[src/rtl/othello_cell_renderer_if.sv]
// Request/plot bus between the game datapath (master) and othello_cell_renderer (slave).
interface othello_cell_renderer_if #(
   parameter int CW      = 3,
   parameter int X_W     = 8,
   parameter int Y_W     = 7,
   parameter int COLOR_W = 3
);
   logic               start;
   logic [CW-1:0]      cell_x;
   logic [CW-1:0]      cell_y;
   logic [1:0]         mode;
   logic               busy;
   logic               done;
   logic               err;
   logic               plot;
   logic [X_W-1:0]     x_out;
   logic [Y_W-1:0]     y_out;
   logic [COLOR_W-1:0] colour;

   modport master (
      output start, cell_x, cell_y, mode,
      input  busy, done, err, plot, x_out, y_out, colour
   );

   modport slave (
      input  start, cell_x, cell_y, mode,
      output busy, done, err, plot, x_out, y_out, colour
   );
endinterface

[src/rtl/othello_cell_renderer.sv]
// Rasterises one Othello board cell (empty, disk or cursor outline) into vga_adapter plot writes.
// Build option: define OTHELLO_GRID_LINES_EN to draw the border of modes 0/1/2 as black grid lines.
module othello_cell_renderer #(
   parameter int CELL_PX  = 14,
   parameter int BOARD_N  = 8,
   parameter int ORIGIN_X = 4,
   parameter int ORIGIN_Y = 4,
   parameter int X_W      = 8,
   parameter int Y_W      = 7,
   parameter int COLOR_W  = 3
) (
   input logic                    clock,
   input logic                    resetn,
   othello_cell_renderer_if.slave bus
);
   localparam int CW = $clog2(BOARD_N);
   localparam int PW = $clog2(CELL_PX);
   localparam int AW = PW + 1;
   localparam int DW = 2 * AW + 1;

   function automatic logic [COLOR_W-1:0] expandColour(input logic [2:0] c);
      logic [COLOR_W-1:0] o;
      for (int i = 0; i < COLOR_W; i++) o[i] = c[2'((i * 3) / COLOR_W)];
      return o;
   endfunction

   localparam logic [COLOR_W-1:0] C_BG     = expandColour(3'b010);
   localparam logic [COLOR_W-1:0] C_BLACK  = expandColour(3'b000);
   localparam logic [COLOR_W-1:0] C_WHITE  = expandColour(3'b111);
   localparam logic [COLOR_W-1:0] C_CURSOR = expandColour(3'b100);
   localparam logic [PW-1:0]      LAST     = PW'(CELL_PX - 1);
   localparam logic [AW-1:0]      SPAN     = AW'(CELL_PX - 1);
   localparam logic [DW-1:0]      DISK_R2  = DW'((CELL_PX - 3) * (CELL_PX - 3));

   if (CELL_PX < 4) begin : g_badCell
      $error("othello_cell_renderer: CELL_PX must be at least 4");
   end
   if (ORIGIN_X + BOARD_N * CELL_PX > (1 << X_W)) begin : g_badX
      $error("othello_cell_renderer: board does not fit in X_W");
   end
   if (ORIGIN_Y + BOARD_N * CELL_PX > (1 << Y_W)) begin : g_badY
      $error("othello_cell_renderer: board does not fit in Y_W");
   end

   typedef enum logic [1:0] {S_IDLE, S_DRAW, S_FINISH} state_t;

   state_t             r_state, w_nextState;
   logic [PW-1:0]      r_col, r_row, w_nextCol, w_nextRow;
   logic [CW-1:0]      r_lx, r_ly, w_nextLx, w_nextLy;
   logic [1:0]         r_mode, w_nextMode;
   logic               r_busy, r_done, r_err, r_plot;
   logic [X_W-1:0]     r_x, w_pixX;
   logic [Y_W-1:0]     r_y, w_pixY;
   logic [COLOR_W-1:0] r_colour, w_pixColour;
   logic               w_errHit, w_pixPlot, w_border, w_disk;
   logic [AW-1:0]      w_twoCol, w_twoRow, w_adx, w_ady;
   logic [DW-1:0]      w_adxW, w_adyW, w_dist;

   always_comb begin
      w_nextState = r_state;
      w_nextCol   = r_col;
      w_nextRow   = r_row;
      w_nextLx    = r_lx;
      w_nextLy    = r_ly;
      w_nextMode  = r_mode;
      w_errHit    = 1'b0;
      case (r_state)
         S_IDLE: begin
            if (bus.start) begin
               if ((32'(bus.cell_x) < BOARD_N) && (32'(bus.cell_y) < BOARD_N)) begin
                  w_nextLx    = bus.cell_x;
                  w_nextLy    = bus.cell_y;
                  w_nextMode  = bus.mode;
                  w_nextCol   = '0;
                  w_nextRow   = '0;
                  w_nextState = S_DRAW;
               end else begin
                  w_errHit = 1'b1;
               end
            end
         end
         S_DRAW: begin
            if (r_col == LAST) begin
               w_nextCol = '0;
               if (r_row == LAST) begin
                  w_nextRow   = '0;
                  w_nextState = S_FINISH;
               end else begin
                  w_nextRow = r_row + 1'b1;
               end
            end else begin
               w_nextCol = r_col + 1'b1;
            end
         end
         default: w_nextState = S_IDLE;
      endcase
   end

   // Pixel is derived from the next counter values so the registered plot lines up with the counters.
   always_comb begin
      w_twoCol  = {w_nextCol, 1'b0};
      w_twoRow  = {w_nextRow, 1'b0};
      w_adx     = (w_twoCol >= SPAN) ? (w_twoCol - SPAN) : (SPAN - w_twoCol);
      w_ady     = (w_twoRow >= SPAN) ? (w_twoRow - SPAN) : (SPAN - w_twoRow);
      w_adxW    = DW'(w_adx);
      w_adyW    = DW'(w_ady);
      w_dist    = w_adxW * w_adxW + w_adyW * w_adyW;
      w_disk    = (w_dist <= DISK_R2);
      w_border  = (w_nextCol == '0) || (w_nextCol == LAST) || (w_nextRow == '0) || (w_nextRow == LAST);
      w_pixX    = X_W'(ORIGIN_X) + X_W'(w_nextLx) * X_W'(CELL_PX) + X_W'(w_nextCol);
      w_pixY    = Y_W'(ORIGIN_Y) + Y_W'(w_nextLy) * Y_W'(CELL_PX) + Y_W'(w_nextRow);
      w_pixPlot = 1'b0;
      w_pixColour = C_BG;
      if (w_nextState == S_DRAW) begin
         if (w_nextMode == 2'd3) begin
            w_pixPlot   = w_border;
            w_pixColour = C_CURSOR;
         end else begin
            w_pixPlot = 1'b1;
            if (w_disk && (w_nextMode == 2'd1)) w_pixColour = C_BLACK;
            else if (w_disk && (w_nextMode == 2'd2)) w_pixColour = C_WHITE;
`ifdef OTHELLO_GRID_LINES_EN
            if (w_border) w_pixColour = C_BLACK;
`endif
         end
      end
   end

   always_ff @(posedge clock) begin
      if (!resetn) begin
         r_state  <= S_IDLE;
         r_col    <= '0;
         r_row    <= '0;
         r_lx     <= '0;
         r_ly     <= '0;
         r_mode   <= '0;
         r_busy   <= 1'b0;
         r_done   <= 1'b0;
         r_err    <= 1'b0;
         r_plot   <= 1'b0;
         r_x      <= '0;
         r_y      <= '0;
         r_colour <= '0;
      end else begin
         r_state <= w_nextState;
         r_col   <= w_nextCol;
         r_row   <= w_nextRow;
         r_lx    <= w_nextLx;
         r_ly    <= w_nextLy;
         r_mode  <= w_nextMode;
         r_busy  <= (w_nextState == S_DRAW);
         r_done  <= (w_nextState == S_FINISH);
         r_err   <= w_errHit;
         r_plot  <= w_pixPlot;
         if (w_pixPlot) begin
            r_x      <= w_pixX;
            r_y      <= w_pixY;
            r_colour <= w_pixColour;
         end
      end
   end

   assign bus.busy   = r_busy;
   assign bus.done   = r_done;
   assign bus.err    = r_err;
   assign bus.plot   = r_plot;
   assign bus.x_out  = r_x;
   assign bus.y_out  = r_y;
   assign bus.colour = r_colour;
endmodule

[src/flat_wrapper.sv]
// flat-port wrapper written by rule: the top's interface ports become plain ports
module othello_cell_renderer_flat 
#(
   parameter int CELL_PX  = 14,
   parameter int BOARD_N  = 8,
   parameter int ORIGIN_X = 4,
   parameter int ORIGIN_Y = 4,
   parameter int X_W      = 8,
   parameter int Y_W      = 7,
   parameter int COLOR_W  = 3
)
  (clock, resetn, bus_start, bus_cell_x, bus_cell_y, bus_mode, bus_busy, bus_done, bus_err, bus_plot, bus_x_out, bus_y_out, bus_colour);
  othello_cell_renderer_if #(.CW((3)), .X_W(X_W), .Y_W(Y_W), .COLOR_W(COLOR_W)) bus_i ();
  input logic clock;
  input logic resetn;
  input wire logic [$bits(bus_i.start)-1:0] bus_start;
  input wire logic [$bits(bus_i.cell_x)-1:0] bus_cell_x;
  input wire logic [$bits(bus_i.cell_y)-1:0] bus_cell_y;
  input wire logic [$bits(bus_i.mode)-1:0] bus_mode;
  output wire logic [$bits(bus_i.busy)-1:0] bus_busy;
  output wire logic [$bits(bus_i.done)-1:0] bus_done;
  output wire logic [$bits(bus_i.err)-1:0] bus_err;
  output wire logic [$bits(bus_i.plot)-1:0] bus_plot;
  output wire logic [$bits(bus_i.x_out)-1:0] bus_x_out;
  output wire logic [$bits(bus_i.y_out)-1:0] bus_y_out;
  output wire logic [$bits(bus_i.colour)-1:0] bus_colour;
  assign bus_i.start = bus_start;
  assign bus_i.cell_x = bus_cell_x;
  assign bus_i.cell_y = bus_cell_y;
  assign bus_i.mode = bus_mode;
  assign bus_busy = bus_i.busy;
  assign bus_done = bus_i.done;
  assign bus_err = bus_i.err;
  assign bus_plot = bus_i.plot;
  assign bus_x_out = bus_i.x_out;
  assign bus_y_out = bus_i.y_out;
  assign bus_colour = bus_i.colour;
  othello_cell_renderer #(.CELL_PX(CELL_PX), .BOARD_N(BOARD_N), .ORIGIN_X(ORIGIN_X), .ORIGIN_Y(ORIGIN_Y), .X_W(X_W), .Y_W(Y_W), .COLOR_W(COLOR_W)) u_core (.clock(clock), .resetn(resetn), .bus(bus_i));
endmodule
[config.mk]
export PLATFORM = sky130hd
export DESIGN_NAME = othello_cell_renderer_flat
export DESIGN_NICKNAME = d
export VERILOG_FILES = /design/src/rtl/othello_cell_renderer_if.sv /design/src/rtl/othello_cell_renderer.sv /design/src/flat_wrapper.sv
export SDC_FILE = /design/constraint.sdc
export NUM_CORES = 1
export LEC_CHECK = 0
export CAP_MARGIN = 30
export CORE_MARGIN = 4
export CORE_UTILIZATION = 35
export CTS_CLUSTER_SIZE = 12
export DETAILED_ROUTE_END_ITERATION = 12
export PLACE_DENSITY = 0.58
export SYNTH_ARGS = -nofsm -noshare
export SYNTH_HDL_FRONTEND = slang
export SYNTH_SLANG_ARGS = --single-unit
[constraint.sdc]
create_clock -name clock -period 8.9 [get_ports clock]
set_clock_uncertainty 0.05 [all_clocks]
set_input_delay 1.78 -clock clock [delete_from_list [all_inputs] [get_ports clock]]
set_output_delay 1.78 -clock clock [all_outputs]
set_load 0.005 [all_outputs]
# Yosys cells after proc, flatten, opt, wreduce, memory -nomap -nowiden
# Index checks and enable logic that the tools add are counted.
dict set report classes {
  addsub 11
  n_mul 4
  magnitude_cmp 3
  eq_ne 10
  n_mux 25
  n_reduce_logical 8
}
# op count
set ops {}
lappend ops {{2-to-1 mux 3 bit} 7}
lappend ops {{multiplier 5 x 5 -> 10 bit} 2}
lappend ops {{2-to-1 mux 4 bit} 5}
lappend ops {{== test 4 bit (second input constant)} 4}
lappend ops {{case mux 4 bit (2 select lines)} 2}
lappend ops {{multiplier 3 x 3 -> 6 bit (second input constant)} 2}
lappend ops {{adder 10 x 10 -> 11 bit} 1}
lappend ops {{<= comparator 11 x 7 -> 1 bit (second input constant)} 1}
lappend ops {{>= comparator 5 x 4 -> 1 bit (second input constant)} 2}
lappend ops {{2-to-1 mux 2 bit} 5}
lappend ops {{2-to-1 mux 5 bit} 2}
lappend ops {{subtractor 4 x 5 -> 5 bit (first input constant)} 2}
lappend ops {{subtractor 5 x 4 -> 5 bit (second input constant)} 2}
lappend ops {{adder 3 x 7 -> 8 bit (first input constant)} 1}
lappend ops {{adder 4 x 1 -> 4 bit (second input constant)} 2}
lappend ops {{adder 8 x 4 -> 8 bit} 1}
lappend ops {{zero test 4 bit} 2}
lappend ops {{adder 3 x 7 -> 7 bit (first input constant)} 1}
lappend ops {{adder 7 x 4 -> 7 bit} 1}
lappend ops {{== test 2 x 1 -> 1 bit (second input constant)} 3}
lappend ops {{== test 2 bit (second input constant)} 3}
lappend ops {{case mux 2 bit (2 select lines)} 1}
lappend ops {{logical OR 1 bit} 3}
lappend ops {{2-to-1 mux 1 bit} 3}
lappend ops {{other kinds (2)} 3}
dict set report word_totals {
  register_bits 39
  in_bits 11
  output_inout_bits 22
  wordCells 73
}

# Depth between registers and ports, before layout
# Gate-level depths: netlist (run 1).
dict set report logic_depth {
  ltp_word 14
  mapped_depth 31
  ltp_nobuf 29
}

# Worst setup path after synthesis (run 1)
# Ideal clock, no wire load.
dict set report synth_timing {
  path_type {input port to flip-flop}
  from {input bus_start}
  to {register u_core.r_colour[1] (netlist: u_core.bus.colour[1])}
  setup_time_ns 0.126
  arrival_time_ns 7.783
  t_required_ns 8.724
  setup_slack_ns 0.941
  stages 28
  n_path_buf 1
  cell_sequence {o21bai_2 nand2_1 and2_4 buf_6 inv_1 ha_1 or2b_2 a21oi_1 nor2_2 xnor2_1 nor2_1 ha_1 or2_2 fa_1 inv_1 fa_1 fa_1 fa_1 inv_1 ha_1 nand2b_1 a21oi_1 o21a_1 nor2_1 xnor2_1 a2111oi_0 o2111a_1 a211oi_2}
}
dict set report synth_between {
  elab_chain_len 11
  word_cells_on_any_way 36
  cone_classes {add/sub: 5; mul: 2; order compare: 3; eq/ne: 5; mux: 15; reduce/logical: 6}
}
# element line
set synth_rtl {}
lappend synth_rtl {{start: declaration} flat_wrapper.sv:16} ;# input wire logic [$bits(bus_i.start)-1:0] bus_start;
lappend synth_rtl {{2-to-1 mux 4 bit *} othello_cell_renderer.sv:69} ;# if (bus.start) begin
lappend synth_rtl {{case mux 4 bit (2 select lines) *} othello_cell_renderer.sv:67} ;# case (r_state)
lappend synth_rtl {{net u_core.w_nextCol[0]} othello_cell_renderer.sv:48} ;# logic [PW-1:0] r_col, r_row, w_nextCol, w_nextRow;
lappend synth_rtl {{subtractor 4 x 5 -> 5 bit (tied with other cells)} othello_cell_renderer.sv:103} ;# w_adx = (w_twoCol >= SPAN) ? (w_twoCol - SPAN) : (SPAN - w_twoCol);
lappend synth_rtl {{2-to-1 mux 5 bit} othello_cell_renderer.sv:103}
lappend synth_rtl {{multiplier 5 x 5 -> 10 bit} othello_cell_renderer.sv:107} ;# w_dist = w_adxW * w_adxW + w_adyW * w_adyW;
lappend synth_rtl {{adder 10 x 10 -> 11 bit} othello_cell_renderer.sv:107}
lappend synth_rtl {{<= comparator 11 x 7 -> 1 bit} othello_cell_renderer.sv:108} ;# w_disk = (w_dist <= DISK_R2);
lappend synth_rtl {{logical AND 1 bit} othello_cell_renderer.sv:120} ;# if (w_disk && (w_nextMode == 2'd1)) w_pixColour = C_BLACK;
lappend synth_rtl {{2-to-1 mux 3 bit} othello_cell_renderer.sv:120}
lappend synth_rtl {{2-to-1 mux 3 bit} othello_cell_renderer.sv:115} ;# if (w_nextMode == 2'd3) begin
lappend synth_rtl {{2-to-1 mux 3 bit} othello_cell_renderer.sv:114} ;# if (w_nextState == S_DRAW) begin
lappend synth_rtl {{end signal: assignment} othello_cell_renderer.sv:158} ;# r_colour <= w_pixColour;
lappend synth_rtl {{end: declaration} othello_cell_renderer.sv:54} ;# logic [COLOR_W-1:0] r_colour, w_pixColour;
# The timed path passes the listed nets; every way through them passes the cells marked *. The select of a mux whose other input is x is not followed.
# A chain may end at the register's enable or synchronous reset.

# Worst setup path in the final report (run 1)
# Same ends and word-level chain as after synthesis.

==> out/metrics.cfg, run 1 <==
[die]
die_h_um = 113.6
start_util_pct = 35.85
die_w_um = 113.6
num_rows = 38
io_pins = 33
dieArea_mm2 = 0.01291
core_area_mm2 = 0.01089

[cts]
cts-root-buf = clkbuf_8
cts_resized = 0
cts_tree = yes
cts-buffers-inserted = 5
htreeDepth = 2
cts_buffer_depth = 2
cts.clk_slew.worst_paths_ns = 0.08
post_cts_buffers = 0
clock-sinks = 38
worstSkewPairLatency_ns = 0.29
cts_hold_buf = 0

[sta]
tns_ns = 0
slew_viol_final = 0
worst_slew_pin_slew_ns = 0.5743
relSlewSlack_pct = 61.71
whs_ns = 0.4113
rsz0062_at_grt = false
finalCritPeriodShare_pct = 93.75
finalHoldViolations = 0
finalSetupViolCount = 0
max_freq_mhz = 119.9
min_period_ns = 8.344

[pwr]
switching_share_pct = 36.47
switchingPower_w = 0.0002122
irDropWorstVdd_uv = 72.70
pwr_density_cell_mw_per_mm2 = 129.5
pwr-share-seq_pct = 32.9
comb_power_share_pct = 45.1
leakagePower_nw = 2.131
internal-power_w = 0.0003697
power_w = 0.0005819
clkPwrFrac_pct = 22.1

[worst_setup_path]
path_depth = 28
ff2ff_setup_slack_ns = 1.57
required_ns = 9.03
reg2regPathDepth = 29
crit_family = adder cells
cp_max_fo = 7
critPathLaunchType = input pin
crit_slowest_cell = fa_1
cp_num_buf_inv = 5
r2r_start = u_core.r_col[1]
crit_arrival_ns = 8.47
reg2reg_to = u_core.bus.colour[1]
critPathMaxStageDelay_ns = 0.49
crit_path_end_kind = flop
crit_type = input pin to flop
critical_path.most_common_cell = ha_1

[layout]
drive_gt1_share_pct = 8.085
syn_to_final_growth_pct = 15.06
nets = 565
multi_input_area_mm2 = 0.002828
antenna_cells = 0
post-route-util_pct = 41.25
ff_latch_area_um2 = 760.7
fin_cells = 610
fillers = 1095

[worst_hold_path]
hold_end = u_core.bus.x_out[3]
whs_path_depth = 2
hp-start = u_core.bus.x_out[3]
hold_class = flop to flop

[global_routing]
grt_max_degree = 22
overflow = 0
grt_pass1_vias = 3144
grt.total_usage_pct = 13.74
antenna_found_initial = 0
grt_pass1_wl_mm = 14.59

[placed_design]
hpwlAfterDp_mm = 6.953
dp_cells = 602
gp_congestion = 0.8573
io_buffers = 30

[outcome]
status = finished clean

[logic_synthesis]
synth_commonest_cells = 65 x inv_1, 57 x ha_1, 38 x dfxtp_1
syn_avg_cell_area_um2 = 9.016
synth_edf_count = 0
synth_top_area_share_pct = 19.49
synth.cell_area_mm2 = 0.003904
synth_flop_cell = dfxtp_1
synth_top_cells_by_area = dfxtp_1 19%, ha_1 18%, fa_1 14%
synth.most_common_cell = inv_1
synth.largest_area_cell = dfxtp_1
synthArstFlopShare_pct = 0
yosys_warnings = 0
postSynthCellCount = 433
ys_ff_latch = 38
synth-seq-area-share_pct = 19.49
yosysUniqueCellTypes = 60

[route]
wirelength_mm = 8.277
first_iter_violations = 112
first_pass_iters = 4
viasPerCell = 4.793
final_antenna_net_count = 0
dr_total_vias = 2924
drc_errors = 0
drt-wirelength-per-cell_um = 13.57

[job]
drv_cap = 0

## cells by family (layout without fill, tap and decap cells)
family | count (synthesis) | after routing | share of synthesized area [%]
compound gates | 57 | 57 | 9.808
mux | 23 | 23 | 5.993
flops | 38 | 38 | 19.49
xor+xnor | 22 | 22 | 4.936
simple gates | 130 | 130 | 18.75
fa+ha+maj | 85 | 85 | 32.63
other cells | 1 | 2 | 0.09606
buf+inv | 77 | 113 | 8.301
## routing by layer
| layer | up-vias | share of wire [%] | track usage, % |
|---|---|---|---|
| met2 | 35 | 47 | 23.44 |
| met3 | 7 | 2.7 | 3.024 |
| met4 | 0 | 0.46 | 2.003 |
| li1 | 1493 | - | - |
| met5 | - | 0 | 0 |
| met1 | 1389 | 50 | 18.24 |
## cell usage in the layout, fill, tap and decap left out, types with 3 or more instances in the layout
master and instances:
or2_2 3, nand3_1 7, nand2_1 22, nor2_1 24, inv_1 65, fa_1 28, nor2b_1 23, and2_1 15
dfxtp_1 38, mux2i_1 20, o21ai_0 7, nor3_1 5, mux2_2 3, a31oi_1 3, xor2_1 8, buf_4 7
clkdlybuf4s50_1 30, clkbuf_8 6, and3_1 4, ha_1 57, a21oi_1 20, a2111oi_0 3, nand2b_1 4, a21o_1 5
xnor2_1 14, nand3b_1 3, and4b_1 3
## cell type report
| class | count | share of cell area [%] |
|---|---|---|
| Timing Repair Buffer | 39 | 8.524 |
| Multi-Input combinational cell | 319 | 62.95 |
| Clock inverter | 2 | 0.2786 |
| Inverter | 66 | 5.571 |
| Clock buffer | 6 | 1.838 |
| Sequential cell | 38 | 16.94 |
| Tap cell | 140 | 3.900 |
## flip-flops by register name, indices dropped and copies added (netlist names)
signal	flops
u_core.bus.x_out	8
u_core.r_col	4
u_core.r_lx	3
u_core.r_state	2
u_core.bus.busy	1
u_core.r_ly	3
u_core.bus.y_out	7
u_core.bus.colour	2
u_core.bus.done	1
u_core.bus.plot	1
u_core.r_row	4
u_core.r_mode	2
## power groups by stage
| stage | registers [W] | clock network (W) | logic (W) |
|---|---|---|---|
| after floorplan | 0.000195 | 0 | 0.000190 |
| after global placement | 0.000195 | 0 | 0.000258 |
| after detailed placement | 0.000195 | 0 | 0.000262 |
| after CTS | 0.000191 | 0.000132 | 0.000265 |
| after global routing | 0.000193 | 0.000141 | 0.000300 |
| final | 0.000191 | 0.000128 | 0.000262 |
## worst max path at each step
stage / startpoint / endpoint
after global routing: bus_start / u_core.bus.colour[1]
after floorplan: bus_start / u_core.bus.colour[1]
after global placement: bus_start / u_core.bus.colour[1]
after CTS: bus_start / u_core.bus.colour[1]
final: bus_start / u_core.bus.colour[1]
after detailed placement: bus_start / u_core.bus.colour[1]
## through the flow
stage | worst slack (ns) | cell area, µm²
final | 0.5564 | 4492
after global routing | 0.04255 | 4492
after CTS | 0.5941 | 4492
after detailed placement | 0.2950 | 4397
after global placement | 0.4707 | 4367
after floorplan | 0.9406 | 3908
## tightest hold or removal path, cell delays in order, from the launching register on
cell and delay [ns]:
dfxtp_1 0.32, nand2_1 0.05, a21boi_1 0.05
Note: power is estimated with default switching activity, not from simulation.
==> run 2, diff against run 1 <==
--- a/config.mk
+++ b/config.mk
@@ -10,6 +10,7 @@
 export CORE_UTILIZATION = 35
 export CTS_CLUSTER_SIZE = 12
 export DETAILED_ROUTE_END_ITERATION = 12
+export GPL_ROUTABILITY_DRIVEN = 0
 export PLACE_DENSITY = 0.58
 export SYNTH_ARGS = -nofsm -noshare
 export SYNTH_HDL_FRONTEND = slang
==> results of run 2 <==
The final DEF is identical to that of run 1; final timing and power are the same.
